[config.mk]
export PLATFORM = sky130hd
export DESIGN_NAME = optical_frame_receiver
export DESIGN_NICKNAME = d
export VERILOG_FILES = /design/src/rtl/optical_link_pkg.sv /design/src/rtl/pulse_classifier.sv /design/src/rtl/optical_frame_receiver.sv
export SDC_FILE = /design/constraint.sdc
export NUM_CORES = 1
export LEC_CHECK = 0
export ABC_AREA = 1
export ABC_CLOCK_PERIOD_IN_PS = 3300
export CORE_MARGIN = 1.5
export CORE_UTILIZATION = 53
export CTS_BUF_LIST = sky130_fd_sc_hd__clkbuf_16
export DETAILED_ROUTE_END_ITERATION = 8
export PLACE_DENSITY = 0.79
export SYNTH_ARGS = -nofsm -noshare
export SYNTH_HDL_FRONTEND = slang
export SYNTH_HIERARCHICAL = 1
export SYNTH_SLANG_ARGS = --single-unit
export TNS_END_PERCENT = 50
[constraint.sdc]
create_clock -name clk -period 3.3 [get_ports clk]
set_clock_uncertainty 0.1 [all_clocks]
set_input_delay 0.66 -clock clk [delete_from_list [all_inputs] [get_ports clk]]
set_output_delay 0.66 -clock clk [all_outputs]
set_load 0.1 [all_outputs]
[src/rtl/optical_link_pkg.sv]
// optical_link_pkg: shared types, subframe constants and bit-reverse helper for the optical receiver
package optical_link_pkg;
  typedef enum logic [2:0] {GLITCH, U1, U2, U3, TIMEOUT} pulse_class_t;
  typedef enum logic [1:0] {PRE_B, PRE_M, PRE_W} preamble_t;
  typedef enum logic [2:0] {HUNT, PRE, DATA, CHECK, PRE_WAIT} rx_state_t;
  localparam int SUBFRAME_SLOTS = 32;
  localparam int AUDIO_LSB_SLOT = 8;
  localparam int AUDIO_MSB_SLOT = 27;
  localparam int PREAMBLE_UI = 8;
  function automatic logic [7:0] bit_reverse8(input logic [7:0] v);
    logic [7:0] r;
    for (int i = 0; i < 8; i++) r[i] = v[7-i];
    return r;
  endfunction
endpackage

[src/rtl/pulse_classifier.sv]
// pulse_classifier: syncs rx_in, times each pulse, strobes pulse_strobe with pulse_class (TIMEOUT without an edge)
module pulse_classifier
  import optical_link_pkg::*;
#(
  parameter int SHORT_MIN = 4,
  parameter int SHORT_MAX = 12,
  parameter int LONG_MAX = 20,
  parameter int PRE_MAX = 28
) (
  input  logic         clk,
  input  logic         rst_n,
  input  logic         rx_in,
  output logic         pulse_strobe,
  output pulse_class_t pulse_class
);
  localparam int WW = $clog2(PRE_MAX + 2);
  logic [2:0] sync;
  logic [WW-1:0] width;
  logic timed_out, edge_seen, over;
  assign edge_seen = sync[2] ^ sync[1];
  assign over = width > WW'(PRE_MAX);
  // a timeout is reported once; the edge that finally ends that pulse is swallowed
  assign pulse_strobe = (edge_seen || over) && !timed_out;
  assign pulse_class = width < WW'(SHORT_MIN) ? GLITCH :
                       width <= WW'(SHORT_MAX) ? U1 :
                       width <= WW'(LONG_MAX) ? U2 :
                       over ? TIMEOUT : U3;
  always_ff @(posedge clk)
    if (!rst_n) begin
      sync <= '0;
      width <= '0;
      timed_out <= 1'b0;
    end else begin
      sync <= {sync[1:0], rx_in};
      width <= edge_seen ? WW'(1) : over ? width : width + WW'(1);
      timed_out <= !edge_seen && (timed_out || over);
    end
endmodule

[src/rtl/optical_frame_receiver.sv]
// optical_frame_receiver: BMC subframe decoder; rx_in in, sample_out/byte_out/channel/block_start/sample_valid, locked/parity_err/err_count out
module optical_frame_receiver
  import optical_link_pkg::*;
#(
  parameter int SHORT_MIN = 4,
  parameter int SHORT_MAX = 12,
  parameter int LONG_MAX = 20,
  parameter int PRE_MAX = 28,
  parameter int LOCK_FRAMES = 4
) (
  input  logic        clk,
  input  logic        rst_n,
  input  logic        rx_in,
  output logic [19:0] sample_out,
  output logic [7:0]  byte_out,
  output logic        channel,
  output logic        block_start,
  output logic        sample_valid,
  output logic        locked,
  output logic        parity_err,
  output logic [7:0]  err_count
);
  localparam int GW = $clog2(LOCK_FRAMES + 1);
  pulse_class_t pc;
  rx_state_t state;
  preamble_t pre;
  logic ps, pre_first, half_pending, line_err, bad_pulse;
  logic [3:0] ui_cnt, ui_sum;
  logic [4:0] bit_idx;
  logic [31:4] slots;
  logic [GW-1:0] good_cnt, good_next;
  pulse_classifier #(
    .SHORT_MIN(SHORT_MIN),
    .SHORT_MAX(SHORT_MAX),
    .LONG_MAX(LONG_MAX),
    .PRE_MAX(PRE_MAX)
  ) u_cls (
    .clk(clk),
    .rst_n(rst_n),
    .rx_in(rx_in),
    .pulse_strobe(ps),
    .pulse_class(pc)
  );
  always_comb begin
    bad_pulse = pc == GLITCH || pc == TIMEOUT;
    ui_sum = ui_cnt + (pc == U1 ? 4'd1 : pc == U2 ? 4'd2 : 4'd3);
    good_next = good_cnt == GW'(LOCK_FRAMES) ? good_cnt : good_cnt + GW'(1);
    // HUNT ignores everything, so it never produces a line error
    line_err = ps && (state == PRE ? bad_pulse || ui_sum > 4'(PREAMBLE_UI) :
                      state == DATA ? bad_pulse || pc == U3 || (pc == U2 && half_pending) :
                      state == CHECK ? bad_pulse :
                      state == PRE_WAIT ? pc != U3 : 1'b0);
  end
  always_ff @(posedge clk)
    if (!rst_n) begin
      state <= HUNT;
      pre <= PRE_B;
      pre_first <= 1'b0;
      half_pending <= 1'b0;
      ui_cnt <= '0;
      bit_idx <= '0;
      slots <= '0;
      good_cnt <= '0;
      sample_out <= '0;
      byte_out <= '0;
      channel <= 1'b0;
      block_start <= 1'b0;
      sample_valid <= 1'b0;
      locked <= 1'b0;
      parity_err <= 1'b0;
      err_count <= '0;
    end else begin
      sample_valid <= 1'b0;
      parity_err <= 1'b0;
      if (line_err) begin
        err_count <= err_count == 8'hFF ? err_count : err_count + 8'd1;
        locked <= 1'b0;
        good_cnt <= '0;
        // a U3 inside data is already the start of the next preamble
        state <= (state == DATA && pc == U3) ? PRE : HUNT;
        ui_cnt <= 4'd3;
        pre_first <= 1'b1;
      end else
        case (state)
          HUNT, PRE_WAIT:
            if (ps && pc == U3) begin
              state <= PRE;
              ui_cnt <= 4'd3;
              pre_first <= 1'b1;
            end
          PRE:
            if (ps) begin
              ui_cnt <= ui_sum;
              pre_first <= 1'b0;
              if (pre_first) pre <= pc == U1 ? PRE_B : pc == U3 ? PRE_M : PRE_W;
              if (ui_sum == 4'(PREAMBLE_UI)) begin
                state <= DATA;
                bit_idx <= 5'd4;
                half_pending <= 1'b0;
              end
            end
          DATA:
            if (ps) begin
              if (pc == U1 && !half_pending) half_pending <= 1'b1;
              else begin
                slots[bit_idx] <= pc == U1;
                half_pending <= 1'b0;
                bit_idx <= bit_idx + 5'd1;
                if (bit_idx == 5'(SUBFRAME_SLOTS - 1)) state <= CHECK;
              end
            end
          CHECK: begin
            state <= PRE_WAIT;
            if (~^slots) begin
              good_cnt <= good_next;
              if (locked || good_next == GW'(LOCK_FRAMES)) begin
                locked <= 1'b1;
                sample_valid <= 1'b1;
                sample_out <= slots[AUDIO_MSB_SLOT:AUDIO_LSB_SLOT];
                byte_out <= bit_reverse8(slots[AUDIO_LSB_SLOT+13:AUDIO_LSB_SLOT+6]);
                channel <= pre == PRE_W;
                block_start <= pre == PRE_B;
              end
            end else begin
              parity_err <= 1'b1;
              good_cnt <= '0;
            end
          end
          default: state <= HUNT;
        endcase
    end
endmodule

After elaboration in Yosys (flattened, before gate mapping) --
Index checks and enable logic that the tools add are counted.
Operators by class: add/sub/neg operators 5, magnitude comparators 7, equality and inequality tests 27, mux-type cells 48, bitwise operators 7, reduce and logical (&&, ||, !) cells 40
Operators by type and width (number):
- $mux W3 | 13
- $bwmux W28 | 1
- $reduce_xnor A28 Y1 | 1
- $mux W5 | 4
- $mux W1 | 18
- $eq A3 B2 Y1 const B | 4
- $eq A3 B3 Y1 const B | 4
- $ne A3 B3 Y1 const B | 4
- $pmux W3 S4 | 1
- $reduce_and A4 Y1 | 3
- $reduce_and A6 Y1 | 2
- $add A5 B1 Y5 const B | 2
- $pmux W5 S2 | 1
- $ne A3 B2 Y1 const B | 3
- $reduce_and A3 Y1 | 3
- $add A8 B1 Y8 const B | 1
- $eq A8 B8 Y1 const B | 1
- $logic_and A1 B1 Y1 | 8
- $mux W2 | 4
- $mux W4 | 2
- $ne A2 B2 Y1 const B | 4
- $pmux W4 S2 | 1
- $logic_or A1 B1 Y1 | 7
- $eq A3 B1 Y1 const B | 2
- other kinds (27) | 40
Word-level totals: flip-flop bits (word level) 97, input port bits 3, logic and storage cells 155

Logic depth before layout (Yosys ltp) --
word-level depth 15, gate-level depth with buffers 24, depth with buffers taken out 22

By module --
Netlist, hierarchy kept.
By module, submodules not included:
- optical_frame_receiver | instances 1, cells each 771, area each 4747.1 µm², seq. area each 1601.5 µm²
- pulse_classifier | instances 1, cells each 66, area each 508.0 µm², seq. area each 180.2 µm²

Least setup slack after synthesis --
Ideal clock, no wire load.
path type reg-to-reg, from register u_cls.width[0], to register slots[24] (netlist bit), library setup time 0.115 ns, arrival 3.162 ns, required time 3.085 ns, setup slack -0.077 ns, stages on the path, launching flop included 23, path buffers 2, period minus slack after synthesis 3.377 ns, cell sequence dfxtp_1 > inv_1 > ha_1 > nor2_8 > nand2_4 > nand2_1 > a21oi_1 > nand2_1 > nor2_1 > inv_1 > clkbuf_1 > fa_1 > nor2_1 > nand3_1 > nand3_1 > nand2_1 > nand4_4 > nand3_2 > nor2_2 > buf_4 > nand3_1 > nand2_1 > nor2_1
On the way: word-level cells in the longest chain between the ends 15, elaborated cells between the ends (all ways) 35, those cells by class add/sub (1); order compare (5); eq/ne (5); mux (11); bitwise (2); reduce/logical (11)
Ends and longest elaborated chain:
- from (decl) | RTL line pulse_classifier.sv:18 | logic [WW-1:0] width;
- from (signal assigned) | RTL line pulse_classifier.sv:35 | width <= edge_seen ? WW'(1) : over ? width : width + WW'(1);
- $gt A5 B5 Y1 | RTL line pulse_classifier.sv:21 | assign over = width > WW'(PRE_MAX);
- $mux W3 | RTL line pulse_classifier.sv:27 | over ? TIMEOUT : U3;
- $mux W3 | RTL line pulse_classifier.sv:26 | width <= WW'(LONG_MAX) ? U2 :
- $mux W3 | RTL line pulse_classifier.sv:25 | width <= WW'(SHORT_MAX) ? U1 :
- $mux W3 (*) | RTL line pulse_classifier.sv:24 | assign pulse_class = width < WW'(SHORT_MIN) ? GLITCH :
- via pc[0] | RTL line optical_frame_receiver.sv:24 | pulse_class_t pc;
- $eq A3 B2 Y1 | RTL line optical_frame_receiver.sv:46, optical_frame_receiver.sv:50
- $mux W1 | RTL line optical_frame_receiver.sv:46 | ui_sum = ui_cnt + (pc == U1 ? 4'd1 : pc == U2 ? 4'd2 : 4'd3);
- $mux W2 | RTL line optical_frame_receiver.sv:46
- $add A4 B2 Y4 | RTL line optical_frame_receiver.sv:46
- $gt A4 B4 Y1 | RTL line optical_frame_receiver.sv:49 | line_err = ps && (state == PRE ? bad_pulse || ui_sum > 4'(PREAMBLE_UI) :
- $logic_or A1 B1 Y1 | RTL line optical_frame_receiver.sv:49
- $mux W1 | RTL line optical_frame_receiver.sv:49
- $logic_and A1 B1 Y1 | RTL line optical_frame_receiver.sv:49
- $not A1 Y1 (no line)
- $reduce_and A4 Y1 (no line)
- to (signal assigned) | RTL line optical_frame_receiver.sv:62 | slots <= '0;
- to (signal, indexed assignment) | RTL line optical_frame_receiver.sv:106 | slots[bit_idx] <= pc == U1;
- to (decl) | RTL line optical_frame_receiver.sv:30 | logic [31:4] slots;
Mark *: on every way through the listed nets, which the timed path passes. The rest lies on a longest branch. A chain may end at the register's enable or synchronous reset.

Worst setup path in the final report --
from register u_cls.width[0], to register sample_out[5]
On the way: word-level cells in the longest chain between the ends 15, elaborated cells between the ends (all ways) 32, those cells by class add/sub (1); order compare (5); eq/ne (5); mux (10); bitwise (1); reduce/logical (10)
Ends and longest elaborated chain:
- $gt A5 B5 Y1 | RTL line pulse_classifier.sv:21
- $mux W3 | RTL line pulse_classifier.sv:27
- $mux W3 | RTL line pulse_classifier.sv:26
- $mux W3 | RTL line pulse_classifier.sv:25
- $mux W3 (*) | RTL line pulse_classifier.sv:24
- via pc[0] | RTL line optical_frame_receiver.sv:24
- $eq A3 B2 Y1 | RTL line optical_frame_receiver.sv:46, optical_frame_receiver.sv:50
- $mux W1 | RTL line optical_frame_receiver.sv:46
- $mux W2 | RTL line optical_frame_receiver.sv:46
- $add A4 B2 Y4 | RTL line optical_frame_receiver.sv:46
- $gt A4 B4 Y1 | RTL line optical_frame_receiver.sv:49
- $logic_or A1 B1 Y1 | RTL line optical_frame_receiver.sv:49
- $mux W1 (*) | RTL line optical_frame_receiver.sv:49
- $logic_and A1 B1 Y1 (*) | RTL line optical_frame_receiver.sv:49
- $not A1 Y1 (no line) (*)
- $reduce_and A4 Y1 (no line) (*)
- to (signal assigned) | RTL line optical_frame_receiver.sv:119 | sample_out <= slots[AUDIO_MSB_SLOT:AUDIO_LSB_SLOT];
- to (decl) | RTL line optical_frame_receiver.sv:14 | output logic [19:0] sample_out,
Marks and branches as above.

==> flow_summary.html <==
<table>
<tr><th>Metric</th><th>Value</th></tr>
<tr><th colspan="2">Final layout</th></tr>
<tr><td>Finished Cell Area</td><td>6252 um2</td></tr>
<tr><td>Nets</td><td>904</td></tr>
<tr><td>Share of layout cells above drive strength 1</td><td>16.01%</td></tr>
<tr><td>Total inserted antenna cells</td><td>0</td></tr>
<tr><td>Layout Area Growth over Synthesis</td><td>18.98%</td></tr>
<tr><td>Utilization after layout</td><td>64.56%</td></tr>
<tr><th colspan="2">STA</th></tr>
<tr><td>Clock period minus final worst setup slack</td><td>3.194 ns</td></tr>
<tr><td>Period Utilization, post-route</td><td>96.78%</td></tr>
<tr><td>Upper clock frequency limit</td><td>0.3131 GHz</td></tr>
<tr><td>Setup Viol. Count Final</td><td>0</td></tr>
<tr><td>Count of pins over their slew limit</td><td>0</td></tr>
<tr><td>Slew Limit Headroom</td><td>roughly two fifths</td></tr>
<tr><td>Hold Fails Final Rpt</td><td>0</td></tr>
<tr><td>Worst slew pin tran</td><td>0.8761 ns</td></tr>
<tr><th colspan="2">Detailed routing</th></tr>
<tr><td>1st-iter DRT viols</td><td>roughly 210</td></tr>
<tr><td>Overall routed net length</td><td>approximately 12000 um</td></tr>
<tr><td>Initial DRT Pass Iterations</td><td>5</td></tr>
<tr><td>Total DRC errors in the routed layout</td><td>0</td></tr>
<tr><td>Per-cell via count in the routed design</td><td>between 5 and 6</td></tr>
<tr><td>Antenna violation net count after detailed routing</td><td>0</td></tr>
<tr><td>Final routed wire length divided by cell count</td><td>11.96 um</td></tr>
<tr><td>Vias</td><td>between 5000 and 6000</td></tr>
<tr><th colspan="2">Clock tree</th></tr>
<tr><td>Insertion delay of the later-clocked pin in the worst-skew pair</td><td>roughly 0.34 ns</td></tr>
<tr><td>Maximum clock insertion buffer count</td><td>2</td></tr>
<tr><td>H-tree depth</td><td>3</td></tr>
<tr><td>Number of sinks handled by clock tree synthesis</td><td>between 80 and 90</td></tr>
<tr><td>Root Driver</td><td>sky130_fd_sc_hd__clkbuf_16</td></tr>
<tr><td>Clock tree from TritonCTS</td><td>done</td></tr>
<tr><td>Clock buffers created by TritonCTS</td><td>9</td></tr>
<tr><td>Clock edge transition at the registers on the reported setup and hold paths</td><td>approximately 0.06 ns</td></tr>
<tr><th colspan="2">Place</th></tr>
<tr><td>Final HPWL from detailed placement</td><td>8381 um</td></tr>
<tr><td>Number of buffer cells added on primary ports</td><td>43</td></tr>
<tr><td>Instance area after placement</td><td>5787 um2</td></tr>
<tr><td>Gpl congestion</td><td>approximately 0.88</td></tr>
<tr><th colspan="2">Setup path</th></tr>
<tr><td>Flop-to-flop setup slack</td><td>~0.11 ns</td></tr>
<tr><td>Cell with the most instances on the worst path</td><td>sky130_fd_sc_hd__nand2_4</td></tr>
<tr><td>Data arrival time of the critical path</td><td>3.37 ns</td></tr>
<tr><td>FF-to-FF End</td><td>sample_out[5]</td></tr>
<tr><td>Required time reported for the critical path endpoint</td><td>3.47 ns</td></tr>
<tr><td>Highest fanout seen on the critical path</td><td>7</td></tr>
<tr><td>Critical path's largest stage delay</td><td>0.49 ns</td></tr>
<tr><td>Kind of start point of the critical path</td><td>flip-flop</td></tr>
<tr><td>Cell-by-cell listing of the critical path</td><td>inv_2, ha_4, nor2_8, nand2_4, nand2_4, a21oi_4, inv_2, nand3_2, ha_4, fa_1, nor2_1, nand3_1, nand3_1, nand2_2, nand4_4, nand2_4, inv_4, nand3_4, buf_12, nand2_1, inv_1, nor2_1</td></tr>
<tr><td>Startpoint of the worst-slack reg-to-reg timing path</td><td>u_cls/width[0]</td></tr>
<tr><td>Sort of element at the end of the critical path</td><td>flip-flop</td></tr>
<tr><td>Cell with the largest stage delay on the worst path</td><td>sky130_fd_sc_hd__fa_1</td></tr>
<tr><td>Cell class contributing the biggest share of worst-path delay</td><td>simple AND/OR/NAND/NOR gates</td></tr>
<tr><td>R2R depth</td><td>22</td></tr>
<tr><td>Total buffers and inverters traversed by the critical path</td><td>5</td></tr>
<tr><td>Type of the worst setup path</td><td>reg2reg</td></tr>
<tr><th colspan="2">Floorplan</th></tr>
<tr><td>Core Area</td><td>a little under 10000 um2</td></tr>
<tr><td>Initial Util</td><td>between 50% and 60%</td></tr>
<tr><td>Chip Height</td><td>102.6 um</td></tr>
<tr><td>Ports</td><td>44</td></tr>
<tr><td>X dimension of the die</td><td>102.6 um</td></tr>
<tr><td>Placement Rows</td><td>36</td></tr>
<tr><td>Total die area</td><td>~11000 um2</td></tr>
<tr><th colspan="2">Logic synthesis</th></tr>
<tr><td>Summed instance area of the synthesized netlist</td><td>5255 um2</td></tr>
<tr><td>Average cell area after synthesis</td><td>6.278 um2</td></tr>
<tr><td>Synthesized netlist cell count</td><td>837</td></tr>
<tr><td>Top-area cell type share of the netlist area</td><td>~34%</td></tr>
<tr><td>YS warnings</td><td>6</td></tr>
<tr><td>Portion of the post-synthesis area used by sequential elements</td><td>33.90%</td></tr>
<tr><td>Count of state elements after synthesis</td><td>89</td></tr>
<tr><td>Mapped Nets</td><td>around 850</td></tr>
<tr><td>Cell type contributing the most total cell area after synthesis</td><td>sky130_fd_sc_hd__dfxtp_1</td></tr>
<tr><td>Post-synth cell types</td><td>40</td></tr>
<tr><td>Synth area leaders</td><td>sky130_fd_sc_hd__dfxtp_1, sky130_fd_sc_hd__nand2_1, sky130_fd_sc_hd__inv_1, sky130_fd_sc_hd__nor2_1, sky130_fd_sc_hd__a21oi_1</td></tr>
<tr><th colspan="2">Job</th></tr>
<tr><td>Maxcap violations</td><td>0</td></tr>
<tr><th colspan="2">Worst hold path</th></tr>
<tr><td>Hold/Removal Path Class</td><td>reg2reg</td></tr>
<tr><td>Sink of the worst hold path</td><td>u_cls/sync[1]</td></tr>
<tr><td>Hold Crit Depth</td><td>2</td></tr>
<tr><td>Worst Hold Launch</td><td>u_cls/sync[0]</td></tr>
<tr><th colspan="2">Global route</th></tr>
<tr><td>Largest net degree at the start of global routing</td><td>33</td></tr>
<tr><td>Global route overflow</td><td>0</td></tr>
<tr><td>Via count of the first global-routing pass</td><td>4387</td></tr>
<tr><td>Initial antenna violation count</td><td>0</td></tr>
<tr><td>First-pass GRT wire length</td><td>19670 um</td></tr>
<tr><td>Overall routing resource usage</td><td>23.53%</td></tr>
<tr><th colspan="2">Power</th></tr>
<tr><td>Leakage power summed over all cells</td><td>2.934 nW</td></tr>
<tr><td>Worst voltage drop across the vdd grid</td><td>0.2451 mV</td></tr>
<tr><td>Power density relative to cell area</td><td>399.6 nW/um2</td></tr>
<tr><th colspan="2">Outcome</th></tr>
<tr><td>Outcome</td><td>complete, no violations</td></tr>
</table>
[metrics by stage]
| stage | TNS [ns] | setup slack, ns | power [mW] | cells | hold WS (ns) |
|---|---|---|---|---|---|
| global route | -0.4174 | -0.06315 | 2.593 | 1026 | 0.3430 |
| floorplan | 0 | 0.01399 | 1.411 | 837 | 0.2900 |
| detailed placement | 0 | 0.05475 | 1.499 | 1005 | 0.2999 |
| finish | 0 | 0.1063 | 2.499 | 1026 | 0.3138 |
| CTS | 0 | 0.0005274 | 2.490 | 1021 | 0.3146 |
| global placement | 0 | 0.1379 | 1.494 | 1005 | 0.2926 |
[what timing repair did]
action	4_1_cts	5_1_grt
hold buffers	0	0
endpoints found under the setup margin	0	80
resized for setup	0	34
setup buffers	0	2
hold endpoints to repair	0	0
[cell usage in the layout (no fill, tap or decap), types with 2 or more instances in the layout]
master | synthesis | layout
sky130_fd_sc_hd__nand3_1 | 51 | 50
sky130_fd_sc_hd__dfxtp_2 | 0 | 4
sky130_fd_sc_hd__xor2_1 | 6 | 6
sky130_fd_sc_hd__ha_4 | 0 | 2
sky130_fd_sc_hd__inv_2 | 7 | 10
sky130_fd_sc_hd__nand2_4 | 1 | 3
sky130_fd_sc_hd__ha_1 | 12 | 10
sky130_fd_sc_hd__xnor2_1 | 3 | 3
sky130_fd_sc_hd__inv_4 | 1 | 2
sky130_fd_sc_hd__o21ai_0 | 23 | 21
sky130_fd_sc_hd__o21ai_2 | 0 | 2
sky130_fd_sc_hd__a21oi_1 | 55 | 54
sky130_fd_sc_hd__nor3_1 | 4 | 3
sky130_fd_sc_hd__o21ai_1 | 3 | 3
sky130_fd_sc_hd__nor4_1 | 2 | 2
sky130_fd_sc_hd__buf_4 | 12 | 66
sky130_fd_sc_hd__nor2_1 | 89 | 84
sky130_fd_sc_hd__inv_1 | 121 | 120
sky130_fd_sc_hd__nand2_1 | 269 | 266
sky130_fd_sc_hd__clkbuf_16 | 0 | 11
sky130_fd_sc_hd__or2_2 | 2 | 2
sky130_fd_sc_hd__nand2_2 | 7 | 8
sky130_fd_sc_hd__nor2_2 | 5 | 9
sky130_fd_sc_hd__nand3_2 | 4 | 3
sky130_fd_sc_hd__dfxtp_1 | 89 | 85
sky130_fd_sc_hd__nand4_1 | 33 | 33
sky130_fd_sc_hd__a21oi_2 | 2 | 2
sky130_fd_sc_hd__clkinv_2 | 0 | 2
sky130_fd_sc_hd__buf_12 | 0 | 3
sky130_fd_sc_hd__o21a_1 | 2 | 2
sky130_fd_sc_hd__nand3_4 | 0 | 2
[layer usage]
metal,track usage [%],vias up,share of wire [%]
met4,9.273,0,1.9
li1,-,2709,-
met3,3.119,18,4.1
met5,0,-,0
met1,31.99,2316,49
met2,38.00,122,45
[how the worst max path moves through the flow]
stage / from / to / slack, ns / cells past startpoint
after global placement: u_cls/width[0] / slots[24] / 0.14 / 21
after CTS: u_cls/width[0] / sample_out[5] / 0.0005 / 22
after detailed placement: u_cls/width[0] / slots[24] / 0.05 / 21
final: u_cls/width[0] / sample_out[5] / 0.11 / 22
after global routing: u_cls/width[1] / sample_out[7] / -0.06 / 22
after floorplan: u_cls/width[0] / slots[24] / 0.01 / 20
[sequential cells by signal, summed over array words and instances (netlist names), 2 cells and up]
register	cells
u_cls/width	5
err_count	8
sample_out	20
state	3
slots	28
bit_idx	5
u_cls/sync	3
ui_cnt	4
pre	2
good_cnt	3
[kinds of logic (layout without fill, tap and decap cells)]
family          Yosys count  in the layout  synth area share, %
buf+inv                 164            220                13.12
fa+ha+maj                13             13                3.238
simple gates            473            473                39.36
xor+xnor                  9              9                1.500
compound gates           89             89                8.881
flops                    89             89                33.90
[power by group]
group	internal, mW	leakage [nW]	switching, mW	total, mW
logic	0.138	2.06	0.238	0.376
registers	1.10	0.719	0.0287	1.13
clock network	0.573	0.150	0.420	0.993
total	1.81	2.93	0.686	2.50
[cell type report]
| type | instances | area, um2 |
|---|---|---|
| repair buffers | 74 | 631.9 |
| inverters | 130 | 498.0 |
| well taps | 133 | 166.4 |
| clock buffers | 9 | 225.2 |
| multi-input cells | 584 | 2889 |
| clock inverters | 7 | 55.05 |
| fillers | 851 | 3432 |
| flip-flops and latches | 89 | 1787 |
[Yosys cell counts, drive strengths merged]
master  instances
a21boi          1
a21oi          57
a22oi           1
a31oi           1
and2            2
buf            23
clkbuf         11
clkinv          1
dfxtp          89
fa              1
ha             12
inv           129
nand2         277
nand3          55
nand3b          1
nand4          34
nor2           95
nor3            5
nor4            2
o211ai          1
o21a            2
o21ai          26
or2             2
xnor2           3
xor2            6
[worst min-delay path, cell delays in order (launching register included)]
cell	delay (ns)
sky130_fd_sc_hd__dfxtp_1	0.30
sky130_fd_sc_hd__nand2_1	0.05
sky130_fd_sc_hd__inv_1	0.04
Note: power is estimated with default switching activity, not from simulation.
==> variant: new RTL, config.mk and constraints unchanged <==
The 5 states of `rx_state_t` get a one-hot encoding in 5 bits.
--- a/src/rtl/optical_link_pkg.sv
+++ b/src/rtl/optical_link_pkg.sv
@@ -3,5 +3,5 @@
   typedef enum logic [2:0] {GLITCH, U1, U2, U3, TIMEOUT} pulse_class_t;
   typedef enum logic [1:0] {PRE_B, PRE_M, PRE_W} preamble_t;
-  typedef enum logic [2:0] {HUNT, PRE, DATA, CHECK, PRE_WAIT} rx_state_t;
+  typedef enum logic [4:0] {HUNT = 5'b00001, PRE = 5'b00010, DATA = 5'b00100, CHECK = 5'b01000, PRE_WAIT = 5'b10000} rx_state_t;
   localparam int SUBFRAME_SLOTS = 32;
   localparam int AUDIO_LSB_SLOT = 8;
Check against the original RTL: same outputs for any inputs over 10 cycles, from zero or initial values and one cycle with rst_n low; not proved beyond that.
==> variant against the unedited design <==
  * Worst setup slack got worse by 0.044 ns
  * Wire length increased by 7.2%
  * Via count down 0.52%
  * Design area is 0.36% lower
  * Synthesized area decreased by 0.74%
  * Fmax down 1.4%
  * Total power decreased by 5.6%
  * Die area down 0.72%
  * Combinational power shrank 25%
  * First-iteration DRC count rose by 7.9%
  * Sequential cell count grew 2
  * Non-clock buffer count is 4 lower
  * Largest cell class unchanged
==> variant: results <==
[timing]
period_share_pct = 98.1
tightest_slew_ns = 0.824

[synthesis]
synth_commonest_cells = "nand2_1, nor2_1, dfxtp_1, inv_1, a21oi_1"
synthAdderAreaFrac_pct = 3.26
synthTopCellsByArea = "dfxtp_1, nand2_1, nor2_1"
ys_seq_area_share_pct = 34.9
synth_compound_area_share_pct = 8.32
synth_cell_types = 43
synth-xor-area-share_pct = 2.01
synth_cells = 808
syn_nets = 824

[global_route]
grt_pass1_vias = 4513
met2_usage_pct = 44.9
grt_max_degree = 47
grt_pass1_wl_um = 19600
grt_use_met3_pct = 3.63
grt_use_total_pct = 23.6
globalRouteMet1Util_pct = 25.9

[place]
placed_cell_area_um2 = 5660
dpl.hpwl_um = 8360
globalplace.congestion = 0.950
place_ws_ns = -0.0983
placed_cells = 972

[setup_path]
critPathLaunch = "u_cls/width[2]$_SDFFE_PP0P_"
r2r_start = "u_cls/width[2]$_SDFFE_PP0P_"
critPathMaxFanout = 8
critPathCapture = "sample_out[12]$_SDFFE_PN0P_"
ff2ff_path_depth = 20
cp_slowest_stage_delay_ns = 0.46

[status]
status = "finished, final reports clean"

[drt]
wl_met1_um = 5360
met3_length_um = 614
drt_iter0_markers = 231
routed_wl_um = 13200
wl_met2_um = 6810
first_pass_iters = 5

[final_layout]
final-instance-count-excl-fill = 1001
fin_nets = 880
reg_top3 = "slots: 28 flops, sample_out: 20 flops, err_count: 8 flops"
fillers = 866
drive_gt1_share_pct = 17.4

[pwr]
ir_drop_uv = 246
p_leak_nw = 3.02
## variant: cell count changes in the layout (fill, tap and decap cells not counted), sizes merged, moves of 11 or more
cell	before	now
nor2	95	125
inv	132	104
nand4	34	8
nand2	277	263
a21oi	57	46
nor3	5	21
## variant: where the power goes
part / total (W) / internal [W] / switching (W)
clock: 0.000933 / 0.000501 / 0.000432
combinational: 0.000281 / 0.0000955 / 0.000185
sequential: 0.00115 / 0.00112 / 0.0000258
## variant: final cells by class
cell class	count	area (um2)	area share, %
multi-input combinational	583	2930	47.0
sequential	91	1830	29.3
timing repair buffer	70	602	9.66
inverter	107	433	6.95
clock buffer	9	225	3.62
tap	133	166	2.67
clock inverter	6	36.3	0.582
timing repair inverter	2	11.3	0.181
## variant: what timing repair did
| action | in CTS | in global routing |
|---|---|---|
| gates cloned | 1 | 9 |
| buffers inserted | 0 | 4 |
| pin swaps | 2 | 13 |
| resized for setup | 8 | 37 |
| hold endpoints to repair | 0 | 0 |
| setup endpoints to repair | 61 | 78 |
| hold buffers | 0 | 0 |
